$ cat src/rtl/bananachine_pkg.sv
// Shared encodings for the bananachine core: opcodes, ext codes, ALU control
// codes, sequencer states, branch conditions and PSR flag positions.
package bananachine_pkg;

    localparam logic [3:0] OP_RTYPE = 4'b0000;
    localparam logic [3:0] OP_ANDI  = 4'b0001;
    localparam logic [3:0] OP_ORI   = 4'b0010;
    localparam logic [3:0] OP_XORI  = 4'b0011;
    localparam logic [3:0] OP_MEM   = 4'b0100;
    localparam logic [3:0] OP_ADDI  = 4'b0101;
    localparam logic [3:0] OP_ADDUI = 4'b0110;
    localparam logic [3:0] OP_SHIFT = 4'b1000;
    localparam logic [3:0] OP_SUBI  = 4'b1001;
    localparam logic [3:0] OP_CMPI  = 4'b1011;
    localparam logic [3:0] OP_BCOND = 4'b1100;
    localparam logic [3:0] OP_MOVI  = 4'b1101;
    localparam logic [3:0] OP_LUI   = 4'b1111;

    localparam logic [3:0] EXT_AND   = 4'b0001;
    localparam logic [3:0] EXT_OR    = 4'b0010;
    localparam logic [3:0] EXT_XOR   = 4'b0011;
    localparam logic [3:0] EXT_ADD   = 4'b0101;
    localparam logic [3:0] EXT_ADDU  = 4'b0110;
    localparam logic [3:0] EXT_SUB   = 4'b1001;
    localparam logic [3:0] EXT_CMP   = 4'b1011;
    localparam logic [3:0] EXT_MOV   = 4'b1101;
    localparam logic [3:0] EXT_LSH   = 4'b0100;
    localparam logic [3:0] EXT_LOAD  = 4'b0000;
    localparam logic [3:0] EXT_STOR  = 4'b0100;
    localparam logic [3:0] EXT_JCOND = 4'b1100;

    localparam logic [5:0] ALU_CONT_LUI   = 6'b111111;
    localparam logic [5:0] ALU_CONT_LSH   = 6'b100101;
    localparam logic [5:0] ALU_CONT_BCOND = 6'b111100;

    typedef enum logic [2:0] {
        ST_FETCH  = 3'd0,
        ST_DECODE = 3'd1,
        ST_EXEC   = 3'd2,
        ST_MEM    = 3'd3,
        ST_HALT   = 3'd4
    } state_t;

    typedef enum logic [2:0] {
        K_ALU, K_BCOND, K_JCOND, K_LOAD, K_STOR, K_ILLEGAL
    } kind_t;

    localparam logic [3:0] COND_EQ = 4'b0000;
    localparam logic [3:0] COND_NE = 4'b0001;
    localparam logic [3:0] COND_CS = 4'b0010;
    localparam logic [3:0] COND_CC = 4'b0011;
    localparam logic [3:0] COND_HI = 4'b0100;
    localparam logic [3:0] COND_LS = 4'b0101;
    localparam logic [3:0] COND_GT = 4'b0110;
    localparam logic [3:0] COND_LE = 4'b0111;
    localparam logic [3:0] COND_FS = 4'b1000;
    localparam logic [3:0] COND_FC = 4'b1001;
    localparam logic [3:0] COND_LO = 4'b1010;
    localparam logic [3:0] COND_HS = 4'b1011;
    localparam logic [3:0] COND_LT = 4'b1100;
    localparam logic [3:0] COND_GE = 4'b1101;
    localparam logic [3:0] COND_UC = 4'b1110;
    localparam logic [3:0] COND_NV = 4'b1111;

    localparam int PSR_C = 0;
    localparam int PSR_L = 2;
    localparam int PSR_F = 5;
    localparam int PSR_Z = 6;
    localparam int PSR_N = 7;

    // R-type ext values the ALU implements; everything else traps to HALT.
    function automatic logic rtype_ext_legal(input logic [3:0] ext);
        case (ext)
            EXT_AND, EXT_OR, EXT_XOR, EXT_ADD,
            EXT_ADDU, EXT_SUB, EXT_CMP, EXT_MOV: rtype_ext_legal = 1'b1;
            default:                             rtype_ext_legal = 1'b0;
        endcase
    endfunction

endpackage

$ cat src/rtl/cond_eval.sv
// Branch/jump condition evaluator over the latched PSR. Purely combinational
// so the pipelined core can drop it into any stage.
module cond_eval
    import bananachine_pkg::*;
#(
    parameter int WIDTH = 16
) (
    input  logic [3:0]       cond,
    input  logic [WIDTH-1:0] psr_q,
    output logic             taken
);

    logic c, l, f, z, n;
    logic unused_psr;

    assign c = psr_q[PSR_C];
    assign l = psr_q[PSR_L];
    assign f = psr_q[PSR_F];
    assign z = psr_q[PSR_Z];
    assign n = psr_q[PSR_N];
    assign unused_psr = ^{psr_q[WIDTH-1:8], psr_q[4:3], psr_q[1]};

    always_comb begin
        taken = 1'b0;
        case (cond)
            COND_EQ: taken = z;
            COND_NE: taken = ~z;
            COND_CS: taken = c;
            COND_CC: taken = ~c;
            COND_HI: taken = l;
            COND_LS: taken = ~l;
            COND_GT: taken = n;
            COND_LE: taken = ~n;
            COND_FS: taken = f;
            COND_FC: taken = ~f;
            COND_LO: taken = ~l & ~z;
            COND_HS: taken = l | z;
            COND_LT: taken = ~n & ~z;
            COND_GE: taken = n | z;
            COND_UC: taken = 1'b1;
            COND_NV: taken = 1'b0;
            default: taken = 1'b0;
        endcase
    end

endmodule

$ cat src/rtl/alu_seq_ctrl.sv
// Multicycle FETCH/DECODE/EXEC/MEM sequencer for the 16-bit ALU and register
// file: owns PC, IR and latched PSR, and runs the req/ack memory port.
module alu_seq_ctrl
    import bananachine_pkg::*;
#(
    parameter int               WIDTH         = 16,
    parameter int               ALU_CONT_BITS = 6,
    parameter logic [WIDTH-1:0] RESET_PC      = 16'h0000
) (
    input  logic                     clk,
    input  logic                     reset,
    output logic                     mem_req,
    output logic                     mem_we,
    output logic [WIDTH-1:0]         mem_addr,
    output logic [WIDTH-1:0]         mem_wdata,
    input  logic [WIDTH-1:0]         mem_rdata,
    input  logic                     mem_ack,
    output logic [3:0]               rf_ra,
    output logic [3:0]               rf_rb,
    input  logic [WIDTH-1:0]         rf_rdata_a,
    input  logic [WIDTH-1:0]         rf_rdata_b,
    output logic                     rf_we,
    output logic [3:0]               rf_wa,
    output logic [WIDTH-1:0]         rf_wdata,
    output logic [WIDTH-1:0]         alu_a,
    output logic [WIDTH-1:0]         alu_b,
    output logic [ALU_CONT_BITS-1:0] alu_cont,
    output logic                     alu_reset_n,
    input  logic [WIDTH-1:0]         alu_out,
    input  logic [WIDTH-1:0]         psr_flags,
    output logic [WIDTH-1:0]         pc,
    output logic                     halted
);

    state_t           state_reg;
    logic [WIDTH-1:0] pc_reg;
    logic [WIDTH-1:0] ir_reg;
    logic [WIDTH-1:0] psr_reg;

    logic [3:0] opcode, rdest, ext, rsrc;
    assign opcode = ir_reg[15:12];
    assign rdest  = ir_reg[11:8];
    assign ext    = ir_reg[7:4];
    assign rsrc   = ir_reg[3:0];

    logic [WIDTH-1:0] imm_sext, imm_zext, pc_inc;
    assign imm_sext = {{(WIDTH-8){ir_reg[7]}}, ir_reg[7:0]};
    assign imm_zext = {{(WIDTH-8){1'b0}}, ir_reg[7:0]};
    assign pc_inc   = pc_reg + WIDTH'(1);

    kind_t            kind;
    logic [5:0]       alu_code;
    logic             use_imm;
    logic [WIDTH-1:0] imm_val;
    logic             writes_rf;
    logic             updates_psr;

    always_comb begin
        kind        = K_ILLEGAL;
        alu_code    = 6'd0;
        use_imm     = 1'b0;
        imm_val     = '0;
        writes_rf   = 1'b0;
        updates_psr = 1'b0;
        case (opcode)
            OP_RTYPE: begin
                if (rtype_ext_legal(ext)) begin
                    kind        = K_ALU;
                    alu_code    = {2'b00, ext};
                    writes_rf   = (ext != EXT_CMP);
                    updates_psr = (ext == EXT_ADD) || (ext == EXT_SUB) || (ext == EXT_CMP);
                end
            end
            OP_ANDI, OP_ORI, OP_XORI: begin
                kind      = K_ALU;
                alu_code  = {2'b00, opcode};
                use_imm   = 1'b1;
                imm_val   = imm_zext;
                writes_rf = 1'b1;
            end
            OP_ADDI, OP_ADDUI, OP_SUBI, OP_CMPI, OP_MOVI: begin
                kind        = K_ALU;
                alu_code    = {2'b00, opcode};
                use_imm     = 1'b1;
                imm_val     = imm_sext;
                writes_rf   = (opcode != OP_CMPI);
                updates_psr = (opcode == OP_ADDI) || (opcode == OP_SUBI) || (opcode == OP_CMPI);
            end
            OP_LUI: begin
                // The ALU does the shift; it only needs the raw byte.
                kind      = K_ALU;
                alu_code  = ALU_CONT_LUI;
                use_imm   = 1'b1;
                imm_val   = imm_zext;
                writes_rf = 1'b1;
            end
            OP_SHIFT: begin
                if (ext == EXT_LSH) begin
                    kind      = K_ALU;
                    alu_code  = ALU_CONT_LSH;
                    writes_rf = 1'b1;
                end
            end
            OP_BCOND: begin
                kind     = K_BCOND;
                alu_code = ALU_CONT_BCOND;
            end
            OP_MEM: begin
                case (ext)
                    EXT_LOAD:  kind = K_LOAD;
                    EXT_STOR:  kind = K_STOR;
                    EXT_JCOND: kind = K_JCOND;
                    default:   kind = K_ILLEGAL;
                endcase
            end
            default: kind = K_ILLEGAL;
        endcase
    end

    logic taken;

    cond_eval #(.WIDTH(WIDTH)) u_cond_eval (
        .cond  (rdest),
        .psr_q (psr_reg),
        .taken (taken)
    );

    always_ff @(posedge clk) begin
        if (reset) begin
            state_reg <= ST_FETCH;
            pc_reg    <= RESET_PC;
            ir_reg    <= '0;
            psr_reg   <= '0;
        end else begin
            case (state_reg)
                ST_FETCH: begin
                    if (mem_ack) begin
                        ir_reg    <= mem_rdata;
                        state_reg <= ST_DECODE;
                    end
                end
                ST_DECODE: state_reg <= (kind == K_ILLEGAL) ? ST_HALT : ST_EXEC;
                ST_EXEC: begin
                    if (updates_psr) psr_reg <= psr_flags;
                    case (kind)
                        K_BCOND: pc_reg <= taken ? alu_out : pc_inc;
                        K_JCOND: pc_reg <= taken ? rf_rdata_b : pc_inc;
                        K_LOAD, K_STOR: pc_reg <= pc_reg;
                        default: pc_reg <= pc_inc;
                    endcase
                    state_reg <= (kind == K_LOAD || kind == K_STOR) ? ST_MEM : ST_FETCH;
                end
                ST_MEM: begin
                    if (mem_ack) begin
                        pc_reg    <= pc_inc;
                        state_reg <= ST_FETCH;
                    end
                end
                ST_HALT: state_reg <= ST_HALT;
                default: state_reg <= ST_FETCH;
            endcase
        end
    end

    // Outputs decode from registered state/IR; EXEC and MEM pass the
    // datapath results straight through so the write lands in the same
    // cycle. Everything is forced low while reset is high so an in-flight
    // handshake is dropped immediately.
    always_comb begin
        mem_req   = 1'b0;
        mem_we    = 1'b0;
        mem_addr  = '0;
        mem_wdata = '0;
        rf_ra     = 4'd0;
        rf_rb     = 4'd0;
        rf_we     = 1'b0;
        rf_wa     = 4'd0;
        rf_wdata  = '0;
        alu_a     = '0;
        alu_b     = '0;
        alu_cont  = '0;
        if (!reset) begin
            case (state_reg)
                ST_FETCH: begin
                    mem_req  = 1'b1;
                    mem_addr = pc_reg;
                end
                ST_DECODE: begin
                    rf_ra = rdest;
                    rf_rb = rsrc;
                end
                ST_EXEC: begin
                    rf_ra    = rdest;
                    rf_rb    = rsrc;
                    alu_cont = ALU_CONT_BITS'(alu_code);
                    if (kind == K_BCOND) begin
                        alu_a = pc_reg;
                        alu_b = imm_zext;
                    end else begin
                        alu_a = rf_rdata_a;
                        alu_b = use_imm ? imm_val : rf_rdata_b;
                    end
                    if (kind == K_ALU && writes_rf) begin
                        rf_we    = 1'b1;
                        rf_wa    = rdest;
                        rf_wdata = alu_out;
                    end
                end
                ST_MEM: begin
                    rf_ra    = rdest;
                    rf_rb    = rsrc;
                    mem_req  = 1'b1;
                    mem_addr = rf_rdata_b;
                    if (kind == K_STOR) begin
                        mem_we    = 1'b1;
                        mem_wdata = rf_rdata_a;
                    end
                    if (kind == K_LOAD && mem_ack) begin
                        rf_we    = 1'b1;
                        rf_wa    = rdest;
                        rf_wdata = mem_rdata;
                    end
                end
                default: ;
            endcase
        end
    end

    assign alu_reset_n = ~reset;
    assign pc          = reset ? '0 : pc_reg;
    assign halted      = ~reset & (state_reg == ST_HALT);

endmodule

$ cat config.mk
export PLATFORM = sky130hd
export DESIGN_NAME = alu_seq_ctrl
export DESIGN_NICKNAME = d
export VERILOG_FILES = /design/src/rtl/bananachine_pkg.sv /design/src/rtl/cond_eval.sv /design/src/rtl/alu_seq_ctrl.sv
export SDC_FILE = /design/constraint.sdc
export NUM_CORES = 1
export LEC_CHECK = 0
export CORE_ASPECT_RATIO = 2
export CORE_MARGIN = 10
export CORE_UTILIZATION = 30
export DETAILED_ROUTE_END_ITERATION = 12
export GPL_ROUTABILITY_DRIVEN = 1
export HOLD_SLACK_MARGIN = 0.08
export MAX_ROUTING_LAYER = met4
export SYNTH_ARGS = -nofsm -noshare
export SYNTH_HDL_FRONTEND = slang
export SYNTH_HIERARCHICAL = 1
export SYNTH_SLANG_ARGS = --single-unit
$ cat constraint.sdc
create_clock -name clk -period 2.57 [get_ports clk]
set_input_delay 0.514 -clock clk [delete_from_list [all_inputs] [get_ports clk]]
set_output_delay 0.514 -clock clk [all_outputs]
set_load 0.01 [all_outputs]
==> impl_metrics.ini <==
[setup_path]
reg2reg_from = ir_reg[6]$_SDFFE_PP0P_
cp_cell_sequence = buf_6, or4_1, a21o_1, o211ai_4, nor4b_4, clkbuf_16, buf_8, buf_6, and2_4, buf_6
crit_arrival_ps = 2340
max_stage_delay_ps = 520
rrSetupSlack_ps = 50
crit_path_end = mem_wdata[15]
cp.required_ps = 2060
critPathLaunchType = register
cp_max_fo = 8
setup.worst_path.start = ir_reg[13]$_SDFFE_PP0P_
crit_slowest_cell = or4_1
worstReg2RegEnd = pc_reg[14]$_SDFFE_PP0P_
crit_type = register to primary output
endpoint_kind = primary output
reg2reg_depth = 10
path_common_cell = buf_6

[pwr]
p_switching_uw = 1220
switching_share_pct = 38.4
seq_power_share_pct = 24.4
p_int_uw = 1960
p_comb_share_pct = 51.9
power_density_mw_per_mm2 = 434
p_leak_uw = 0.00325
power_frac_clock_pct = 23.7
ir_drop_mv = 0.325

[sta]
setup_slack_ps = -287
relSlewSlack_pct = 65.9
clock_skew_ps = 7.01
worstMarginPinSlew_ps = 511
rsz0062_at_grt = yes
setup_violations = 45
min_period_ps = 2860
drv_slew = 0
finalHoldViolations = 0
clock.fmax_ghz = 0.350
tns_ps = -6480
final.period_utilization_pct = 111

[drt]
route.detailed.wl_per_inst_um = 21.4
drt_iter0_drc = 225
routed_via_density = 5.45
vias = 5902
drc = 0
finalWirelength_mm = 23.2
ant_nets = 0
drt_pre_antenna_iters = 4

[layout]
drive_gt1_share_pct = 28.9
fin_nets = 978
diodes = 0
syn_to_final_growth_pct = 72.0
final_cells = 1082
final_cell_mix = 97 x buf_4, 95 x nand2_1, 95 x clkdlybuf4s50_1
layout_commonest_cell = buf_4

[global_routing]
grt_pass1_vias = 6354
grt_pass1_wl_mm = 35.5
grt_start_max_net_pins = 30
grt_antenna_before_repair = 0
grt_usage_pct = 23.3
grt_overflow = 0

[place]
dp.cells = 1035
hpwl_mm = 17.9
port_buffers = 190
gp_congestion = 0.940

[clocking]
cts.clk_slew.worst_paths_ps = 70
cts.sinks = 41
cts_htree_levels = 2
clk-insertion-delay-late_ps = 290
clock-root-buffer = clkbuf_16
cts_tree = done
numCtsBuffers = 5
clk_path_buf_depth = 2

[synth]
synth_cells = 633
synth_nets = 719
mappedNetlistArea_sq_mm = 0.00426
avgSynthCellArea_sq_um = 6.73
ys_warn_count = 6

[floorplan]
row_count = 61
core_area_sq_mm = 0.0139
dieArea_sq_mm = 0.0197
dieHeight_um = 189
io_pins = 202
die_x_um = 104
start_util_pct = 30.7

[hold_path]
hp-class = register to register

[job]
drv_cap = 0

[run_status]
violations = setup timing
outcome = complete, but fails checks
## power by group through the flow
| stage | clock (uW) | combinational (uW) | sequential (uW) |
|---|---|---|---|
| after floorplan | 0 | 739 | 749 |
| after global placement | 0 | 1400 | 774 |
| after detailed placement | 0 | 1420 | 774 |
| after CTS | 755 | 1570 | 770 |
| after global routing | 782 | 1770 | 787 |
| final | 754 | 1650 | 776 |
## worst max-delay path, delay by kind of cell, from the launching register on
family	cells	cell delay, ps
flops	1	320
buf+inv	5	670
simple gates	3	740
compound gates	2	330
## repair_timing
action,4_1_cts,5_1_grt
cloned,5,1
buffers inserted,30,6
resized for setup,304,60
endpoints found under the setup margin,94,97
hold buffers,0,0
pin swaps,21,21
## final cells by class
cell class,count,area (sq um)
timing repair buffer,316,2730
inverter,17,63.8
tap,189,236
sequential,41,833
clock buffer,5,125
multi-input combinational,511,3300
clock inverter,3,46.3
fill,1382,6560
## layer usage
layer  track usage [%]  vias up  share of wire, %  wire (um)
met5                 -        -                 0          0
met3              4.07       61               4.7       1100
li1                  -     2792                 -          -
met2              43.8      243                56      13000
met1              21.3     2806                34       7980
met4              13.6        0               5.0       1150
## through the flow
step                      power (uW)  area, sq um  hold slack [ps]  utilization (%)  setup WS, ps
final                           3180         7330              489             52.8          -287
after global routing            3340         7330              508             52.8          -335
after CTS                       3100         7250              490             52.2          -291
after detailed placement        2190         6830              480             49.2          -456
after global placement          2170         6830              468             49.2          -432
after floorplan                 1490         4260              445                -          14.2
## worst min-delay path by stage
stage               slack [ps]                endpoint  depth (start not counted)                   start
floorplan                  440  ir_reg[0]$_SDFFE_PP0P_                          2  ir_reg[0]$_SDFFE_PP0P_
finish                     490  ir_reg[2]$_SDFFE_PP0P_                          2  ir_reg[2]$_SDFFE_PP0P_
global route               510  ir_reg[2]$_SDFFE_PP0P_                          2  ir_reg[2]$_SDFFE_PP0P_
global placement           470  ir_reg[1]$_SDFFE_PP0P_                          2  ir_reg[1]$_SDFFE_PP0P_
CTS                        490  ir_reg[3]$_SDFFE_PP0P_                          2  ir_reg[3]$_SDFFE_PP0P_
detailed placement         480  ir_reg[3]$_SDFFE_PP0P_                          2  ir_reg[3]$_SDFFE_PP0P_
(Power assumes the default switching activity.)
